`config.mk`:
```
export PLATFORM = sky130hd
export DESIGN_NAME = pipe_ctrl
export DESIGN_NICKNAME = d
export VERILOG_FILES = /design/src/rtl/pipe_ctrl_pkg.sv /design/src/rtl/pipe_ctrl_hazard_detect.sv /design/src/rtl/pipe_ctrl.sv
export SDC_FILE = /design/constraint.sdc
export NUM_CORES = 1
export LEC_CHECK = 0
export ABC_AREA = 1
export BUFFER_PORTS_ARGS = -buffer_cell sky130_fd_sc_hd__buf_2
export CAP_MARGIN = 20
export CORE_MARGIN = 10
export CORE_UTILIZATION = 45
export DETAILED_ROUTE_END_ITERATION = 10
export PLACE_DENSITY = 0.74
export SLEW_MARGIN = 15
export SYNTH_ARGS = -nofsm -noshare
export SYNTH_HDL_FRONTEND = slang
export SYNTH_SLANG_ARGS = --single-unit
export TNS_END_PERCENT = 50
```
`constraint.sdc`:
```
create_clock -name clk -period 2.2 [get_ports clk]
set_clock_uncertainty 0.15 [all_clocks]
set_input_delay 0.44 -clock clk [delete_from_list [all_inputs] [get_ports clk]]
set_output_delay 0.44 -clock clk [all_outputs]
set_load 0.02 [all_outputs]
```
`src/rtl/pipe_ctrl_pkg.sv`:
```
// Shared definitions for the pipeline hazard controller: FSM encoding,
// default CSR drain depth and the drain counter width helper.
package pipe_ctrl_pkg;

  localparam int DRAIN_CYCLES_DEF = 3;

  typedef enum logic [2:0] {
    ST_RUN       = 3'd0,
    ST_MEM_WAIT  = 3'd1,
    ST_CSR_DRAIN = 3'd2,
    ST_CSR_ISSUE = 3'd3,
    ST_TRAP      = 3'd4
  } ctrl_state_e;

  // A zero-depth drain still needs a one-bit counter so the flop is legal.
  function automatic int cnt_width(input int n);
    return (n > 0) ? $clog2(n + 1) : 1;
  endfunction

endpackage

```
`src/rtl/pipe_ctrl_hazard_detect.sv`:
```
// Load-use comparator: a load in EX whose destination feeds a source read in ID.
module hazard_detect (
  input  logic [4:0] id_rs1,
  input  logic [4:0] id_rs2,
  input  logic       id_use_rs1,
  input  logic       id_use_rs2,
  input  logic [4:0] ex_rd,
  input  logic       ex_mem_read,
  output logic       load_use
);

  logic rs1_hit;
  logic rs2_hit;

  assign rs1_hit  = id_use_rs1 && (id_rs1 == ex_rd);
  assign rs2_hit  = id_use_rs2 && (id_rs2 == ex_rd);
  // x0 is hardwired to zero, so a load targeting it never creates a hazard.
  assign load_use = ex_mem_read && (ex_rd != 5'd0) && (rs1_hit || rs2_hit);

endmodule

```
`src/rtl/pipe_ctrl.sv`:
```
// Pipeline stall/flush controller: trap, redirect, data-memory wait,
// CSR serialisation drain and load-use interlock.
module pipe_ctrl
  import pipe_ctrl_pkg::*;
#(
  parameter int DRAIN_CYCLES = DRAIN_CYCLES_DEF
) (
  input  logic       clk,
  input  logic       rstn,
  input  logic [4:0] id_rs1,
  input  logic [4:0] id_rs2,
  input  logic       id_use_rs1,
  input  logic       id_use_rs2,
  input  logic [1:0] id_csr_op,
  input  logic [4:0] ex_rd,
  input  logic       ex_mem_read,
  input  logic       ex_br_taken,
  input  logic [1:0] ex_priv_ret,
  input  logic       mem_req,
  input  logic       mem_ready,
  input  logic       trap_req,
  output logic       pc_stall,
  output logic       if_id_stall,
  output logic       id_ex_stall,
  output logic       ex_mem_stall,
  output logic       if_id_flush,
  output logic       id_ex_flush,
  output logic       ex_mem_flush,
  output logic [2:0] ctrl_state
);

  localparam int CNT_W = cnt_width(DRAIN_CYCLES);
  localparam logic [CNT_W-1:0] CNT_LOAD = CNT_W'(DRAIN_CYCLES - 1);
  localparam logic [CNT_W-1:0] CNT_ONE  = CNT_W'(1);

  ctrl_state_e      state_q, state_d;
  ctrl_state_e      resume_q, resume_d;
  logic [CNT_W-1:0] cnt_q, cnt_d;

  logic load_use;
  logic redirect;
  logic mem_wait;
  logic csr_in_id;

  hazard_detect u_hazard_detect (
    .id_rs1      (id_rs1),
    .id_rs2      (id_rs2),
    .id_use_rs1  (id_use_rs1),
    .id_use_rs2  (id_use_rs2),
    .ex_rd       (ex_rd),
    .ex_mem_read (ex_mem_read),
    .load_use    (load_use)
  );

  assign redirect   = ex_br_taken || (ex_priv_ret != 2'd0);
  assign mem_wait   = mem_req && !mem_ready;
  assign csr_in_id  = (id_csr_op != 2'd0);
  assign ctrl_state = state_q;

  always_comb begin
    state_d      = state_q;
    resume_d     = resume_q;
    cnt_d        = cnt_q;
    pc_stall     = 1'b0;
    if_id_stall  = 1'b0;
    id_ex_stall  = 1'b0;
    ex_mem_stall = 1'b0;
    if_id_flush  = 1'b0;
    id_ex_flush  = 1'b0;
    ex_mem_flush = 1'b0;

    case (state_q)
      ST_RUN, ST_CSR_DRAIN, ST_CSR_ISSUE: begin
        if (trap_req) begin
          if_id_flush  = 1'b1;
          id_ex_flush  = 1'b1;
          ex_mem_flush = 1'b1;
          cnt_d        = '0;
          state_d      = ST_TRAP;
        end else if (redirect) begin
          if_id_flush = 1'b1;
          id_ex_flush = 1'b1;
          cnt_d       = '0;
          state_d     = ST_RUN;
        end else if (mem_wait) begin
          // The drain counter stays frozen; MEM_WAIT returns to this state.
          pc_stall     = 1'b1;
          if_id_stall  = 1'b1;
          id_ex_stall  = 1'b1;
          ex_mem_stall = 1'b1;
          resume_d     = state_q;
          state_d      = ST_MEM_WAIT;
        end else if (state_q == ST_CSR_DRAIN) begin
          pc_stall    = 1'b1;
          if_id_stall = 1'b1;
          id_ex_flush = 1'b1;
          if (cnt_q == '0) begin
            state_d = ST_CSR_ISSUE;
          end else begin
            cnt_d = cnt_q - CNT_ONE;
          end
        end else if (state_q == ST_CSR_ISSUE) begin
          state_d = ST_RUN;
        end else if (csr_in_id) begin
          if (DRAIN_CYCLES > 0) begin
            pc_stall    = 1'b1;
            if_id_stall = 1'b1;
            id_ex_flush = 1'b1;
            cnt_d       = CNT_LOAD;
            state_d     = ST_CSR_DRAIN;
          end else begin
            state_d = ST_CSR_ISSUE;
          end
        end else if (load_use) begin
          pc_stall    = 1'b1;
          if_id_stall = 1'b1;
          id_ex_flush = 1'b1;
        end
      end
      ST_MEM_WAIT: begin
        if (!mem_ready) begin
          pc_stall     = 1'b1;
          if_id_stall  = 1'b1;
          id_ex_stall  = 1'b1;
          ex_mem_stall = 1'b1;
        end else begin
          state_d = resume_q;
        end
      end
      ST_TRAP: begin
        if_id_flush = 1'b1;
        state_d     = ST_RUN;
      end
      default: begin
        state_d = ST_RUN;
      end
    endcase

    // Outputs are quiet for the whole reset window, not just after the edge.
    if (!rstn) begin
      pc_stall     = 1'b0;
      if_id_stall  = 1'b0;
      id_ex_stall  = 1'b0;
      ex_mem_stall = 1'b0;
      if_id_flush  = 1'b0;
      id_ex_flush  = 1'b0;
      ex_mem_flush = 1'b0;
    end
  end

  always_ff @(posedge clk or negedge rstn) begin
    if (!rstn) begin
      state_q  <= ST_RUN;
      resume_q <= ST_RUN;
      cnt_q    <= '0;
    end else begin
      state_q  <= state_d;
      resume_q <= resume_d;
      cnt_q    <= cnt_d;
    end
  end

endmodule
```
==> results of run 1 <==
[cell type report]
| class | instances | area (sq um) |
|---|---|---|
| multi-input cells | 97 | 489 |
| fillers | 151 | 554 |
| clock buffers | 3 | 22.5 |
| inverters | 33 | 129 |
| flip-flops and latches | 8 | 203 |
| repair buffers | 47 | 270 |
| well taps | 17 | 21.3 |
[metrics by stage]
step	std cells	area, sq um	hold slack (ns)	setup TNS, ns	setup WS [ns]
3_5_place_dp	196	1010	0.216	0	0.0163
6_report	205	1130	0.355	0	0.100
4_1_cts	201	1050	0.356	-0.0145	-0.00753
3_3_place_gp	196	1010	0.214	0	0.0689
5_1_grt	205	1130	0.386	-0.111	-0.0558
2_1_floorplan	140	785	-0.00559	-0.258	-0.154
[cells in the final DEF, fill, tap and decap left out, drive strengths merged]
cell type / count
buf: 46
nand2: 42
inv: 33
nor2: 22
nand3: 10
dfrtp: 8
o21ai: 7
a21oi: 5
nor3: 4
clkbuf: 3
nand4: 2
a31oi: 1
a2111oi: 1
o22ai: 1
o31ai: 1
ha: 1
dlygate4sd3: 1
[power by group through the flow]
stage / clock network [uW] / logic (uW) / registers [uW]
5_1_grt: 116 / 528 / 251
3_3_place_gp: 0 / 394 / 231
6_report: 102 / 477 / 243
3_5_place_dp: 0 / 396 / 229
4_1_cts: 109 / 404 / 229
2_1_floorplan: 0 / 220 / 249
[cells by family (layout without fill, tap and decap cells)]
kind of cell / after synthesis / in the layout / share of synthesized area (%)
flip-flops: 8 / 8 / 25.6
AO/OA/AOI/OAI: 16 / 16 / 11.8
AND/OR/NAND/NOR: 80 / 80 / 43.3
adder cells (fa/ha/maj): 1 / 1 / 1.60
buffers and inverters: 35 / 83 / 17.7
[path summary, 6_finish.rpt]
| check | from | to | slack (ns) | depth (start not counted) |
|---|---|---|---|---|
| max in group asynchronous | rstn | ctrl_state[2]$_DFFE_PN0P_ | 1.03 | 3 |
| min in group asynchronous | rstn | resume_q[1]$_DFFE_PN0P_ | 0.59 | 3 |
| max reg2reg | ctrl_state[1]$_DFFE_PN0P_ | cnt_q[0]$_DFFE_PN0P_ | 0.62 | 6 |
| max | trap_req | if_id_stall | 0.1 | 9 |
| min reg2reg | resume_q[2]$_DFFE_PN0P_ | resume_q[2]$_DFFE_PN0P_ | 0.36 | 2 |
| min | resume_q[2]$_DFFE_PN0P_ | resume_q[2]$_DFFE_PN0P_ | 0.36 | 2 |
[sequential cells by signal, indices dropped and copies added, names as in the netlist]
name and cells:
ctrl_state 3, cnt_q 2, resume_q 3
[repair_timing]
item	in CTS	in global routing
buffers inserted	1	4
pin swaps	1	4
endpoints found under the setup margin	4	5
endpoints found under the hold margin	8	0
hold buffers	1	0
gates resized for setup	2	22
[per-layer routing]
| metal | up-vias | global-route usage [%] | wire [um] |
|---|---|---|---|
| met4 | 0 | 4.46 | 48 |
| met5 | - | 0 | 0 |
| met2 | 37 | 20.1 | 1270 |
| met1 | 450 | 15.1 | 1010 |
| li1 | 530 | - | - |
| met3 | 6 | 3.25 | 207 |
[worst register-to-register path, stage by stage (launching register included)]
cell	delay, ns
dfrtp_2	0.45
buf_4	0.16
a31oi_1	0.22
nand3_1	0.12
a21oi_2	0.21
nand3_1	0.09
o21ai_0	0.09
==> results.toml, run 1 <==
[floorplan]
die_area_sq_um = 3810
die_y_um = 61.7
boundaryPins = 38
start_util_pct = 46.4
die_w_um = 61.7
rows = 15
design.core.area_sq_um = 1690

[timing]
tightest_slew_ns = 0.357
setup_violations = 0
max_freq_mhz = 476
finalMaxSlewViolations = 0
relSlewSlack_pct = 76.1
hold_viol_final = 0
fin_crit_sh_pct = 95.5
post-route-min-period_ns = 2.10

[critical_path]
critPathLaunchType = "input pin"
crit_slowest_cell = "buf_4"
critPathCaptureType = "primary output"
critical_path_class = "in2out"
cp.required_ns = 1.61
arrival_ns = 1.51
path_cells = "buf_2 -> inv_1 -> nand3_4 -> nor2_2 -> nand2_1 -> nor3_1 -> nand2_1 -> o21ai_1 -> buf_4"
crit_family = "simple AND/OR/NAND/NOR gates"
crit_top_cell = "nand2_1"
crit_path_max_fanout = 4
max_stage_delay_ns = 0.17
path_buf_inv = 3

[cts]
clk_latency_ns = 0.24
clockBufferDepth = 2
clkTransAtPathRegs_ns = 0.04
cts_tree = "built"
cts_root_buffer = "clkbuf_4"
htree_levels = 1
cts_num_sinks = 8
cts_buffers = 3

[synth]
synthDistinctLibCells = 19
synth_edf_count = 0
synth_area_sq_um = 783
synth_top_area_share_pct = 25.6
ys_seq_area_share_pct = 25.6
yosysWarnings = 0
synth_nets = 169
syn_inst = 140
yosysMostFrequentCell = "nand2_1"
synthArstFlopShare_pct = 100
synth_top_area_cell = "dfrtp_1"
ys_ff_latch = 8
synthFlopType = "dfrtp_1"
synthTopCellsByCount = "nand2_1, inv_1, nor2_1"
avgSynthCellArea_sq_um = 5.59
ys_top_cells_by_area = "dfrtp_1, nand2_1, inv_1, nor2_1, nand3_1"

[routing]
drc = 0
first_iter_violations = 25
drt_pre_antenna_iters = 4
drtAntennaViolNets = 0
wl_per_cell_um = 12.4
vias_per_cell = 4.99
drt_wl_total_um = 2530
vias = 1023

[flow_run]
drv_cap = 0

[power]
pwr-share-seq_pct = 29.6
intPower_uw = 442
clkPwrFrac_pct = 12.4
p_sw_share_pct = 46.2
power.switching_uw = 379
combPwrFrac_pct = 58.0
p_leak_uw = 0.000682
ir_drop_mv = 0.593
finalPower_uw = 822
powerDensity_nw_per_um2 = 724

[grt]
grt_pass1_wl_um = 3660
first_global_vias = 899
overflow = 0
antenna_found_initial = 0
grt.total_usage_pct = 12.3
grt_max_degree = 9

[min_path]
worstHoldPathType = "reg2reg"

[cells_and_area]
layout-drive-gt1-share_pct = 36.2
final_core_util_pct = 67.2
nNetsFinal = 219
area_growth_pct = 44.9
num_antenna_cells = 0

[placement]
dpl.hpwl_um = 1980
io_buffers = 37
gp_congestion = 0.903

[status]
status = "completed"
Power figures use the tool's default switching activity.
==> run 2: changes to the inputs <==
--- a/config.mk
+++ b/config.mk
@@ -12,6 +12,7 @@
 export CORE_UTILIZATION = 45
 export DETAILED_ROUTE_END_ITERATION = 10
 export PLACE_DENSITY = 0.74
+export RECOVER_POWER = 50
 export SLEW_MARGIN = 15
 export SYNTH_ARGS = -nofsm -noshare
 export SYNTH_HDL_FRONTEND = slang
==> constraint.sdc (replaced) <==
create_clock -name clk -period 2.2 [get_ports clk]
set_clock_uncertainty 0.15 [all_clocks]
set_input_delay 0.44 -clock clk [delete_from_list [all_inputs] [get_ports clk]]
set_output_delay 0.44 -clock clk [all_outputs]
set_load 0.01 [all_outputs]
==> run 2 against run 1 <==
Compared with the run above:
- via count down 2.5%
- count of clock-buffer cells in the layout unchanged
- combinational power down 17%
- critical path depth down 1
- clock power about the same
- utilization down 1.6 points
- setup slack better by 0.0030 ns
- critical endpoint unchanged
==> results.toml, run 2 (synthesis results as in run 1) <==
[floorplan]
die_area_sq_um = 3810
design.core.area_sq_um = 1690
start_util_pct = 46.4
rows = 15
die_y_um = 61.7
boundaryPins = 38
die_w_um = 61.7

[cts]
cts_tree = "built"
clk_latency_ns = 0.24
cts_num_sinks = 8
htree_levels = 1
clkTransAtPathRegs_ns = 0.04
cts_buffers = 3
cts_root_buffer = "clkbuf_4"
clockBufferDepth = 2

[critical_path]
cp.required_ns = 1.61
critPathCaptureType = "primary output"
arrival_ns = 1.51
crit_path_max_fanout = 3
critical_path_class = "in2out"
critPathLaunchType = "input pin"

[cells_and_area]
mostFrequentLayoutCell = "nand2_1"
area_growth_pct = 41.4
num_antenna_cells = 0
layout-drive-gt1-share_pct = 33.5
final_cell_mix = "nand2_1, buf_2, inv_1"
nNetsFinal = 219
final_core_util_pct = 65.6

[routing]
first_iter_violations = 43
drc = 0
drt_pre_antenna_iters = 4
drt_wl_total_um = 2370
vias_per_cell = 4.86
drtAntennaViolNets = 0
wl_per_cell_um = 11.6
vias = 997

[power]
powerDensity_nw_per_um2 = 669
p_leak_uw = 0.000670
ir_drop_mv = 0.588

[grt]
grt_use_met2_pct = 19.5
met3_usage_pct = 1.63
grt_max_degree = 9
first_global_vias = 860
top_usage_layer = "met2"
met1_usage_pct = 14.9
overflow = 0
antenna_found_initial = 0
grt.total_usage_pct = 11.7
grt_pass1_wl_um = 3560

[timing]
finalMaxSlewViolations = 0
setup_violations = 0
hold_viol_final = 0
max_freq_mhz = 477
tightest_slew_ns = 0.398
fin_crit_sh_pct = 95.3
relSlewSlack_pct = 72.8
tns_ns = 0
post-route-min-period_ns = 2.10

[placement]
dpl.hpwl_um = 1960
gp_congestion = 0.884
io_buffers = 37

[min_path]
worstHoldPathType = "reg2reg"

[status]
status = "completed"

[flow_run]
drv_cap = 0
[run 2: cell count changes in the layout (fill, tap and decap cells not counted), sizes merged]
cell / delta
clkbuf: +3
buf: -3
[run 2: per-layer routing]
| metal | wire [um] | vias up |
|---|---|---|
| li1 | - | 527 |
| met1 | 1030 | 431 |
| met2 | 1140 | 37 |
| met3 | 196 | 2 |
| met4 | 6 | 0 |
| met5 | 0 | - |
[run 2: layout make-up]
class                   instances  area [sq um]
fillers                       155           582
repair buffers                 47           258
clock buffers                   3          22.5
multi-input cells              97           477
well taps                      17          21.3
flip-flops and latches          8           203
inverters                      33           126
[run 2: worst max-delay path: stages]
cell and delay [ns]:
buf_2 0.09, nor2_1 0.14, nand3_2 0.12, buf_4 0.17, nor3_4 0.17, nor2_1 0.08
o21ai_1 0.14, buf_2 0.15
[run 2: timing repair]
action / in CTS / in global routing
hold buffers: 1 / 0
hold endpoints to repair: 8 / 0
pin swaps: 1 / 5
resized for setup: 1 / 15
endpoints found under the setup margin: 4 / 5
setup buffers: 1 / 4
[run 2: path summary, 6_finish.rpt]
path | to | start | slack [ns] | cells past startpoint
max | if_id_stall | ex_priv_ret[1] | 0.10 | 8
min | resume_q[2]$_DFFE_PN0P_ | resume_q[2]$_DFFE_PN0P_ | 0.36 | 2
max reg2reg | cnt_q[0]$_DFFE_PN0P_ | ctrl_state[1]$_DFFE_PN0P_ | 0.55 | 9
min reg2reg | resume_q[2]$_DFFE_PN0P_ | resume_q[2]$_DFFE_PN0P_ | 0.36 | 2
max in group asynchronous | ctrl_state[2]$_DFFE_PN0P_ | rstn | 1.00 | 3
min in group asynchronous | cnt_q[0]$_DFFE_PN0P_ | rstn | 0.62 | 3
[run 2: report_power, final]
group / switching [uW] / internal [uW] / leakage (uW) / total [uW]
Clock: 38.2 / 61.6 / 0.0000138 / 99.8
Combinational: 237 / 158 / 0.000557 / 396
Sequential: 48.9 / 196 / 0.0000996 / 245
[run 2: metrics by stage]
stage	worst slack, ns	hold WS (ns)	instances	instance area [sq um]	total power (uW)
CTS	0.00948	0.360	201	1040	702
global route	-0.0124	0.401	205	1110	803
finish	0.103	0.356	205	1110	741
detailed placement	0.0468	0.215	196	1000	592
floorplan	0.0931	-0.00559	140	783	437
global placement	0.121	0.212	196	1000	590
